===== src/rtl/inst_fetch.sv =====
// inst_fetch: in-order instruction fetch with a DEPTH-entry circular buffer,
// redirect flushing, and dropping of stale memory responses.
module inst_fetch #(
  parameter logic [31:0] RESET_PC = 32'h0000_0000,
  parameter int DEPTH = 2
) (
  input  logic        clk,
  input  logic        rst,
  output logic        imem_req,
  output logic [31:0] imem_addr,
  input  logic        imem_rvalid,
  input  logic [31:0] imem_rdata,
  input  logic        redirect_valid,
  input  logic [31:0] redirect_pc,
  input  logic        stall,
  output logic        if_valid,
  output logic [31:0] instruction,
  output logic [31:0] pc_if,
  output logic [31:0] pc_plus_4_if
);
  localparam int AW = $clog2(DEPTH);
  logic [31:0] pc_q [DEPTH];
  logic [31:0] word_q [DEPTH];
  logic [AW-1:0] head, tail, fptr;
  logic [AW:0] count, pend;
  logic [AW+1:0] drop, inflight;
  logic [31:0] fetch_pc;
  logic pop, fill, issue;
  // Entries fill in order, so the head is filled exactly when some entry is.
  always_comb begin
    inflight = drop + (AW+2)'(pend);
    if_valid = count != pend;
    pop = if_valid && !stall;
    issue = !rst && !redirect_valid && (count != (AW+1)'(DEPTH) || pop)
            && inflight != (AW+2)'(2 * DEPTH);
    fill = imem_rvalid && drop == '0 && pend != '0;
    imem_req = issue;
    imem_addr = fetch_pc;
    instruction = if_valid ? word_q[head] : 32'h0000_0013;
    pc_if = if_valid ? pc_q[head] : 32'h0;
    pc_plus_4_if = pc_if + 32'd4;
  end
  always_ff @(posedge clk) begin
    if (rst) begin
      fetch_pc <= RESET_PC;
      head <= '0;
      tail <= '0;
      fptr <= '0;
      count <= '0;
      pend <= '0;
      drop <= '0;
    end else if (redirect_valid) begin
      fetch_pc <= {redirect_pc[31:2], 2'b00};
      head <= '0;
      tail <= '0;
      fptr <= '0;
      count <= '0;
      pend <= '0;
      drop <= inflight - (AW+2)'(imem_rvalid && inflight != '0);
    end else begin
      if (issue) begin
        pc_q[tail] <= fetch_pc;
        tail <= tail + AW'(1);
        fetch_pc <= fetch_pc + 32'd4;
      end
      if (fill) begin
        word_q[fptr] <= imem_rdata;
        fptr <= fptr + AW'(1);
      end
      if (pop) head <= head + AW'(1);
      count <= count + (AW+1)'(issue) - (AW+1)'(pop);
      pend <= pend + (AW+1)'(issue) - (AW+1)'(fill);
      if (imem_rvalid && drop != '0) drop <= drop - (AW+2)'(1);
    end
  end
endmodule


===== config.mk =====
export PLATFORM = sky130hd
export DESIGN_NAME = inst_fetch
export DESIGN_NICKNAME = d
export VERILOG_FILES = /design/src/rtl/inst_fetch.sv
export SDC_FILE = /design/constraint.sdc
export NUM_CORES = 1
export LEC_CHECK = 0
export ABC_AREA = 1
export BUFFER_PORTS_ARGS = -buffer_cell sky130_fd_sc_hd__clkbuf_2
export CAP_MARGIN = 10
export CELL_PAD_IN_SITES_DETAIL_PLACEMENT = 1
export CELL_PAD_IN_SITES_GLOBAL_PLACEMENT = 1
export CORE_MARGIN = 2
export CORE_UTILIZATION = 40
export CTS_CLUSTER_DIAMETER = 200
export CTS_CLUSTER_SIZE = 28
export DETAILED_ROUTE_END_ITERATION = 8
export PLACE_DENSITY = 0.85
export SLEW_MARGIN = 20
export SYNTH_ARGS = -nofsm -noshare
export SYNTH_HDL_FRONTEND = slang
export SYNTH_SLANG_ARGS = --single-unit

===== constraint.sdc =====
create_clock -name clk -period 5.2 [get_ports clk]
set_input_delay 0.26 -clock clk [delete_from_list [all_inputs] [get_ports clk]]
set_output_delay 0.26 -clock clk [all_outputs]
set_load 0.01 [all_outputs]

==> flow_summary_export.csv <==
group,metric,value,unit
layout,final_cell_count_no_fill,1568,
placement,placed_cells,1532,
timing,tightestPinTransition,0.917,ns
floorplan,start_util,40.6,%
timing,final.min_clock_period,3.80,ns
layout,drive_gt1_share,21.2,%
global_routing,grt_overflow,0,
timing,hold_viol,0,
critical_path,crit_top_cell,"inv_1",
clock_network,cts_tree,"done",
placement,dpl.hpwl,19500,um
floorplan,pin_count,199,
pwr,power_density,314,nW/um^2
synthesis,synth_ff_type,"edfxtp_1",
global_routing,antenna_found_initial,0,
clock_network,cts.clk_slew.worst_paths,0.08,ns
placement,place.port_buffers,190,
synthesis,avgSynthCellArea,8.11,um^2
critical_path,critPathMaxFanout,62,
placement,gp_congestion,0.852,
floorplan,dieArea,23400,um^2
timing,finalClockSkew,0.00797,ns
timing,tns,0,ns
layout,nets,1356,
layout,utilization,48.6,%
routing,viasPerCell,5.07,
layout,fillCellCount,2731,
synthesis,ys_types,37,
timing,fin_ws,1.40,ns
clock_network,cts.htree.levels,4,
clock_network,post_cts_buffers,0,
timing,final-max-slew-violation-count,0,
layout,num_antenna_cells,0,
synthesis,synth_edf_count,124,
floorplan,rows,54,
timing,setup_viol,0,
layout,regArea,4550,um^2
timing,whs,0.0195,ns
synthesis,synth_cells,1094,
global_routing,grt_pass1_wl,42600,um
critical_path,crit_chain,"inv_1 > nand2_1 > nand2_1 > nand2_4 > inv_1 > buf_4 > nor2_1 > ha_1 > inv_1 > nor2_1 > nand3_1 > nor2_4 > nand2_2 > nor2_2 > xor2_1 > clkbuf_2",
synthesis,yosysSeqAreaShare,51.2,%
floorplan,die_x,153,um
routing,num_vias,7954,
clock_network,cts_sinks,165,
worst_hold_path,hold_class,"input port to flop",
routing,drt_wl_total,26800,um
clock_network,cts-root-buf,"clkbuf_16",
timing,max_freq,263,MHz
layout,multiInputGateArea,3690,um^2
timing,rsz0062_at_grt,"false",
critical_path,slowest_delay,0.52,ns
critical_path,worstPathArrival,3.54,ns
routing,ant_nets,0,
floorplan,die_y,153,um
critical_path,start_kind,"flop",
routing,drcViolationCount,0,
critical_path,cp.required,4.94,ns
routing,wl_per_cell,17.1,um
layout,area.growth.synth_to_final,19.6,%
run_status,outcome,"complete, no violations",
timing,maxSlewHeadroom,38.7,%
global_routing,grt_pass1_vias,8130,
synthesis,async_reset_ff_share,0,%
synthesis,yosys_warnings,0,
routing,dr.pass1.iters,5,
routing,drtIter0Drc,426,
timing,timing.final.crit_share,73.0,%
critical_path,cpMaxStageDelayCell,"nand2_4",
global_routing,grt_max_degree,64,
clock_network,ctsLongestPathBuffers,2,
clock_network,numCtsBuffers,17,
critical_path,critical_path_class,"flop to output port",
pwr,power_leakage,4.77,nW
placement,pre_cts_slack,1.86,ns
synthesis,syn_area,8870,um^2
flow_run,cap_violations,0,
clock_network,clock_latency,0.43,ns
global_routing,track_usage,22.9,%
synthesis,synth_seq_cells,165,
pwr,max-vdd-ir-drop,0.236,mV
floorplan,core,21800,um^2
critical_path,crit_path_end_kind,"output port",
==> synth_stat cells, types with 3 or more instances <==
library cell,count,share of area [%]
a21oi_1,54,3.0
buf_2,10,0.56
buf_4,11,0.93
buf_6,7,0.89
clkbuf_1,15,0.63
dfxtp_1,41,9.3
edfxtp_1,124,42
ha_1,11,1.6
inv_1,98,4.1
nand2_1,409,17
nand2_2,4,0.28
nand3_1,90,5.1
nand3_2,11,1.2
nand3b_1,13,1.1
nor2_1,113,4.8
nor2_2,12,0.85
nor2_4,3,0.38
nor3_1,6,0.34
o21ai_0,12,0.68
o21ai_1,4,0.23
xnor2_1,7,0.69
xor2_1,21,2.1
==> area by class of cell <==
class / instances / area share [%]
flip-flops and latches: 165 / 42.9
multi-input cells: 789 / 34.8
repair buffers: 201 / 9.84
clock buffers: 17 / 4.01
inverters: 101 / 3.60
well taps: 280 / 3.30
clock inverters: 15 / 1.59
==> state kept, by name (all words and copies together) (netlist names), named ones only <==
register   cells
count          2
drop           3
fptr           1
head           1
imem_addr     30
pc_q          60
pend           2
tail           1
word_q        64
==> layout by cell type (no fill, tap or decap), types with 5 or more instances in the layout <==
| cell | instances |
|---|---|
| clkbuf_16 | 17 |
| nand3_1 | 90 |
| edfxtp_1 | 124 |
| o21ai_0 | 12 |
| nand3_2 | 11 |
| nor2_1 | 110 |
| buf_4 | 7 |
| conb_1 | 6 |
| nand3b_1 | 13 |
| ha_1 | 11 |
| nor3_1 | 5 |
| a21oi_1 | 54 |
| inv_1 | 98 |
| xnor2_1 | 7 |
| clkbuf_2 | 190 |
| nor2_2 | 14 |
| xor2_1 | 21 |
| dfxtp_1 | 40 |
| nand2_1 | 409 |
| inv_8 | 6 |
==> critical path: cells and delay by family, from the launching register on <==
family / cells / cell delay, ns
xor gates and xnor gates: 1 / 0.14
buffers and inverters: 5 / 0.67
DFF: 1 / 0.40
and+or+nand+nor: 9 / 1.69
adders and majority gates: 1 / 0.19
==> metal layers <==
layer,vias to the layer above,routed length (um),track usage (%)
met1,3831,11600,29.5
met2,217,13400,40.1
li1,3874,-,-
met3,32,1260,3.29
met4,0,563,6.57
met5,-,0,0
==> final timing paths <==
| check | cells after the start | start | slack [ns] | endpoint |
|---|---|---|---|---|
| max | 16 | pend[0] | 1.40 | pc_plus_4_if[18] |
| min | 1 | imem_rdata[0] | 0.02 | word_q[1][0] |
| max reg2reg | 8 | pend[0] | 2.23 | pc_q[0][23] |
| min reg2reg | 2 | fptr | 0.48 | fptr |
==> report_power, final <==
| group | switching [W] | leakage [nW] | internal [W] |
|---|---|---|---|
| logic | 0.000370 | 2.99 | 0.000183 |
| clock network | 0.000604 | 0.293 | 0.000653 |
| registers | 0.0000565 | 1.48 | 0.00146 |
==> logic make-up after synthesis <==
group / Yosys count / share of synthesized area [%]
flip-flops: 165 / 51.2
other: 1 / 0.0423
AND/OR/NAND/NOR: 668 / 32.1
adder cells (fa/ha/maj): 12 / 1.78
buffers and inverters: 145 / 7.55
AO/OA/AOI/OAI: 75 / 4.47
XOR/XNOR: 28 / 2.77
==> repair_timing <==
| item | in CTS | in global routing |
|---|---|---|
| resized for setup | 0 | 0 |
| endpoints found under the hold margin | 8 | 0 |
| hold buffers | 4 | 0 |
==> per-stage QoR <==
step           cell area, um^2  total power [W]
2_1_floorplan             8890          0.00189
3_3_place_gp              9970          0.00207
3_5_place_dp              9970          0.00210
4_1_cts                  10600          0.00335
5_1_grt                  10600          0.00347
6_report                 10600          0.00333
Note: power is estimated with default switching activity, not from simulation.
